File: config.mk
export PLATFORM = sky130hd
export DESIGN_NAME = multi_cycle_comparator
export DESIGN_NICKNAME = d
export VERILOG_FILES = /design/src/rtl/multi_cycle_comparator.sv
export SDC_FILE = /design/constraint.sdc
export NUM_CORES = 1
export LEC_CHECK = 0
export CORE_AREA = 2 2 78 87
export CTS_CLUSTER_SIZE = 28
export DETAILED_ROUTE_END_ITERATION = 8
export DIE_AREA = 0 0 80 89
export GPL_TIMING_DRIVEN = 1
export PLACE_DENSITY = 0.5
export RECOVER_POWER = 50
export SYNTH_ARGS = -nofsm -noshare
export SYNTH_HDL_FRONTEND = slang
export SYNTH_SLANG_ARGS = --single-unit
File: constraint.sdc
create_clock -name clk -period 2.8 [get_ports clk]
set_input_delay 0.7 -clock clk [delete_from_list [all_inputs] [get_ports clk]]
set_output_delay 0.7 -clock clk [all_outputs]
set_load 0.02 [all_outputs]
File: src/rtl/multi_cycle_comparator.sv
// multi_cycle_comparator: chunk-serial magnitude compare, MSB chunk first.
// Unsigned or two's-complement, start/busy/done handshake, one-hot Y.
module multi_cycle_comparator #(
    parameter int WIDTH = 16,
    parameter int CHUNK = 4
) (
    input  logic             clk,
    input  logic             rst,
    input  logic             start,
    input  logic             SIGNED,
    input  logic [WIDTH-1:0] A,
    input  logic [WIDTH-1:0] B,
    output logic             busy,
    output logic             done,
    output logic [2:0]       Y
);

    localparam int N  = WIDTH / CHUNK;
    localparam int KW = (N > 1) ? $clog2(N) : 1;
    localparam logic [KW-1:0] K_LAST = KW'(N - 1);

    localparam logic [2:0] Y_GT   = 3'b100;
    localparam logic [2:0] Y_EQ   = 3'b010;
    localparam logic [2:0] Y_LT   = 3'b001;
    localparam logic [2:0] Y_NONE = 3'b000;

    generate
        if (CHUNK < 1 || CHUNK > WIDTH || (WIDTH % CHUNK) != 0) begin : g_bad_params
            $error("multi_cycle_comparator: WIDTH must be a multiple of CHUNK, 1 <= CHUNK <= WIDTH");
        end
    endgenerate

    typedef enum logic {
        IDLE,
        COMPARE
    } state_t;

    state_t state;
    state_t state_nxt;

    logic [WIDTH-1:0] a_q;
    logic [WIDTH-1:0] b_q;
    logic [WIDTH-1:0] sign_mask;
    logic [KW-1:0]    k_q;
    logic [2:0]       y_q;
    logic [2:0]       y_nxt;
    logic             done_q;
    logic             load;
    logic             finish;
    logic [CHUNK-1:0] chunk_a;
    logic [CHUNK-1:0] chunk_b;
    logic             gt;
    logic             lt;
    logic             last;

    // Flip the operand MSB in signed mode so an unsigned compare orders correctly
    always_comb begin
        sign_mask = '0;
        sign_mask[WIDTH-1] = SIGNED;
    end

    // Select chunk k of each latched operand, chunk 0 being the most significant
    always_comb begin
        chunk_a = '0;
        chunk_b = '0;
        for (int i = 0; i < N; i++) begin
            if (k_q == KW'(i)) begin
                chunk_a = a_q[(N-1-i)*CHUNK +: CHUNK];
                chunk_b = b_q[(N-1-i)*CHUNK +: CHUNK];
            end
        end
    end

    assign gt   = chunk_a > chunk_b;
    assign lt   = chunk_a < chunk_b;
    assign last = (k_q == K_LAST);

    // Next-state and result decode
    always_comb begin
        state_nxt = state;
        y_nxt     = y_q;
        load      = 1'b0;
        finish    = 1'b0;
        unique case (state)
            IDLE: begin
                if (start) begin
                    load      = 1'b1;
                    y_nxt     = Y_NONE;
                    state_nxt = COMPARE;
                end
            end
            COMPARE: begin
                if (gt) begin
                    y_nxt     = Y_GT;
                    finish    = 1'b1;
                    state_nxt = IDLE;
                end else if (lt) begin
                    y_nxt     = Y_LT;
                    finish    = 1'b1;
                    state_nxt = IDLE;
                end else if (last) begin
                    y_nxt     = Y_EQ;
                    finish    = 1'b1;
                    state_nxt = IDLE;
                end
            end
            default: state_nxt = IDLE;
        endcase
    end

    // State register
    always_ff @(posedge clk) begin
        if (rst) begin
            state <= IDLE;
        end else begin
            state <= state_nxt;
        end
    end

    // Operand latch; inputs are ignored outside the accepting cycle
    always_ff @(posedge clk) begin
        if (rst) begin
            a_q <= '0;
            b_q <= '0;
        end else if (load) begin
            a_q <= A ^ sign_mask;
            b_q <= B ^ sign_mask;
        end
    end

    // Chunk index walks MSB to LSB while the chunks stay equal
    always_ff @(posedge clk) begin
        if (rst) begin
            k_q <= '0;
        end else if (load) begin
            k_q <= '0;
        end else if (state == COMPARE && !finish) begin
            k_q <= k_q + 1'b1;
        end
    end

    // Result register and one-cycle done pulse
    always_ff @(posedge clk) begin
        if (rst) begin
            y_q    <= Y_NONE;
            done_q <= 1'b0;
        end else begin
            y_q    <= y_nxt;
            done_q <= finish;
        end
    end

    assign busy = (state == COMPARE);
    assign done = done_q;
    assign Y    = y_q;

endmodule

==> impl_metrics.csv <==
group,metric,value,unit
setup_path,cp.buffers_inverters,1,
floorplanning,initial_core_util,0.297,
cts,cts_buffers,5,
sta,drv_slew,0,
drt,drt_pre_antenna_iters,4,
synth,ys_ff_latch,39,
placed_design,gp_congestion,0.865,
synth,ys.flop_type,"dfxtp_1",
setup_path,start_kind,"flip-flop",
setup_path,reg2regPathDepth,11,
cts,cts-root-buf,"clkbuf_8",
final_layout,layout.nets,318,
synth,yosysUniqueCellTypes,26,
synth,yosys_warnings,0,
outcome,status,"finished, final reports clean",
sta,setup_viol,0,
sta,finalHoldViolations,0,
setup_path,cp_max_fo,8,
grt,grt_pass1_wl,7.00,mm
placed_design,portBuffers,40,
final_layout,diodes,0,
synth,netlist_area,0.00183,mm²
cts,insertion_delay,0.29,ns
sta,finalSetupTns,0,ns
sta,worst_clock_skew,0.00646,ns
drt,drt_iter0_drc,79,
grt,antenna_found_initial,0,
hold_path,worst_hold_path_type,"flip-flop to flip-flop",
setup_path,crit_type,"flip-flop to flip-flop",
setup_path,slowest_stage,"ha_1",
floorplanning,fp.coreArea,0.00616,mm²
drt,drc,0,
synth,mappedNetlistNets,282,
floorplanning,row_count,30,
synth,synth_edf_count,0,
pwr,power_density,510,mW/mm²
floorplanning,io_pins,41,
drt,post_drt_wl_per_cell,12.1,µm
sta,fin_crit_sh,0.925,
cts,cts_buffer_depth,2,
final_layout,layout_common_cells,"73 x nand2_1, 49 x a21oi_1, 39 x dfxtp_1, 39 x clkdlybuf4s50_1",
setup_path,worst_r2r_endpoint,"k_q[1]",
sta,timing.hold.ws,0.456,ns
cts,cts_setup_buffers,0,
grt,overflow,0,
synth,async_reset_ff_frac,0,
final_layout,area_growth,30.6,%
floorplanning,dieArea,0.00712,mm²
setup_path,critPathTopFamily,"compound AO/OA/AOI/OAI gates",
sta,worst-slew-pin-transition,0.510,ns
cts,clock-sinks,39,
cts,clkTransAtPathRegs,0.07,ns
drt,route.vias.total,1652,
sta,setup_ws,0.211,ns
sta,rsz0062_at_grt,"no",
synth,syn_area_per_cell,7.68,µm²
setup_path,r2r_start,"k_q[0]",
drt,viasPerCell,4.65,
sta,period_needed,2.59,ns
final_layout,mostFrequentLayoutCell,"nand2_1",
placed_design,placed_area,0.00230,mm²
drt,drt_wl_total,4.30,mm
job,maxCapViolations,0,
pwr,irDropWorstVdd,0.000256,V
synth,ys_seq_area_frac,0.427,
hold_path,holdCritStartpoint,"a_q[1]",
cts,cts_tree,"built",
hold_path,hold_path_depth,2,
sta,fmax,386,MHz
floorplanning,die_width,80,µm
setup_path,critPathMaxStageDelay,0.37,ns
setup_path,required,2.97,ns
pwr,p_leak,0.870,nW
placed_design,dpl.hpwl,3.04,mm
hold_path,min_to,"a_q[1]",
setup_path,rrSetupSlack,0.21,ns
placed_design,pre_cts_ws,0.112,ns
setup_path,crit_path_cell_trace,"inv_1 > ha_1 > nand3b_1 > a21oi_1 > a21oi_1 > o21ai_0 > ha_1 > a21o_1 > o311ai_4 > mux2i_1 > nor3_2",
synth,syn_inst,238,
setup_path,cp-end-kind,"flip-flop",
cts,cts-htree-levels,2,
final_layout,drive_gt1_frac,0.0691,
sta,slew_headroom,0.660,
grt,grt_max_degree,37,
grt,grt_pass1_vias,1512,
floorplanning,die_height,89,µm
final_layout,fillerInstances,677,
drt,detail-route-antenna-nets,0,
grt,grt_use_total,0.128,
setup_path,arrival,2.75,ns
final_layout,fin_area,0.00239,mm²
-- sequential cells by signal, indices dropped and copies added, names as in the netlist --
| register | count |
|---|---|
| a_q | 16 |
| b_q | 16 |
| Y | 3 |
| k_q | 2 |
| busy | 1 |
| done | 1 |
-- layout make-up --
class	count	area, µm²	area share
sequential	39	781	0.327
inverter	8	30.0	0.0126
multi-input combinational	174	948	0.397
timing repair buffer	46	445	0.187
tap	80	100	0.0420
clock inverter	1	5.00	0.00210
clock buffer	7	76.3	0.0320
-- cells in the mapped netlist (all sizes together) (3+ instances only) --
library cell   n  area (µm²)
dfxtp         39         781
buf           11        52.6
nand3b         4        30.0
nand2         73         274
a22oi          5        37.5
nor2           5        18.8
a211oi         3        22.5
a21oi         49         245
nand2b         3        18.8
ha             8         100
o21ai          8        40.0
inv            8        30.0
xnor2          3        26.3
clkbuf         6        22.5
-- through the flow --
step           utilization  power (mW)  std cells
5_1_grt              0.388        1.29        355
4_1_cts              0.387        1.23        355
3_3_place_gp         0.374       0.872        347
6_report             0.388        1.22        355
3_5_place_dp         0.374       0.874        347
2_1_floorplan            -       0.772        238
-- metal layers --
metal	part of all wire	routed length (µm)	GRT usage
met1	0.50	2170	0.166
met2	0.44	1880	0.206
met3	0.041	177	0.0283
met4	0.019	80	0.0555
met5	0	0	0
-- worst max path at each step --
stage                     cells past startpoint     end  slack, ns  startpoint
after CTS                                    11  k_q[1]       0.09      k_q[1]
after global routing                         11  k_q[1]      0.007      k_q[0]
after detailed placement                     11  k_q[1]       0.11      k_q[1]
after global placement                       11  k_q[1]       0.19      k_q[1]
after floorplan                              12  k_q[1]       0.37      k_q[0]
final                                        11  k_q[1]       0.21      k_q[0]
-- cell families (layout without fill, tap and decap cells) --
family / count (synthesis) / after routing / share of synthesized area
DFF: 39 / 39 / 0.427
AOI/OAI and AO/OA: 71 / 71 / 0.226
adders and majority gates: 8 / 8 / 0.0548
muxes: 1 / 1 / 0.00548
and+or+nand+nor: 91 / 91 / 0.214
xor gates and xnor gates: 3 / 3 / 0.0144
buffers and inverters: 25 / 62 / 0.0575
-- where the power goes --
| group | switching (mW) | total (mW) | internal (mW) |
|---|---|---|---|
| logic | 0.125 | 0.243 | 0.118 |
| registers | 0.0230 | 0.614 | 0.591 |
| clock network | 0.185 | 0.360 | 0.175 |
| total | 0.333 | 1.22 | 0.884 |
-- worst register-to-register path: stages, from the launching register on --
cell      delay, ns
dfxtp_1        0.34
inv_1          0.12
ha_1           0.37
nand3b_1       0.12
a21oi_1        0.14
a21oi_1        0.05
o21ai_0        0.18
ha_1           0.29
a21o_1         0.23
o311ai_4       0.33
mux2i_1        0.26
nor3_2         0.05
-- what timing repair did --
| item | 4_1_cts | 5_1_grt |
|---|---|---|
| setup endpoints to repair | 0 | 2 |
| gates resized for setup | 0 | 2 |
| hold buffers | 0 | 0 |
Power figures use the tool's default switching activity.
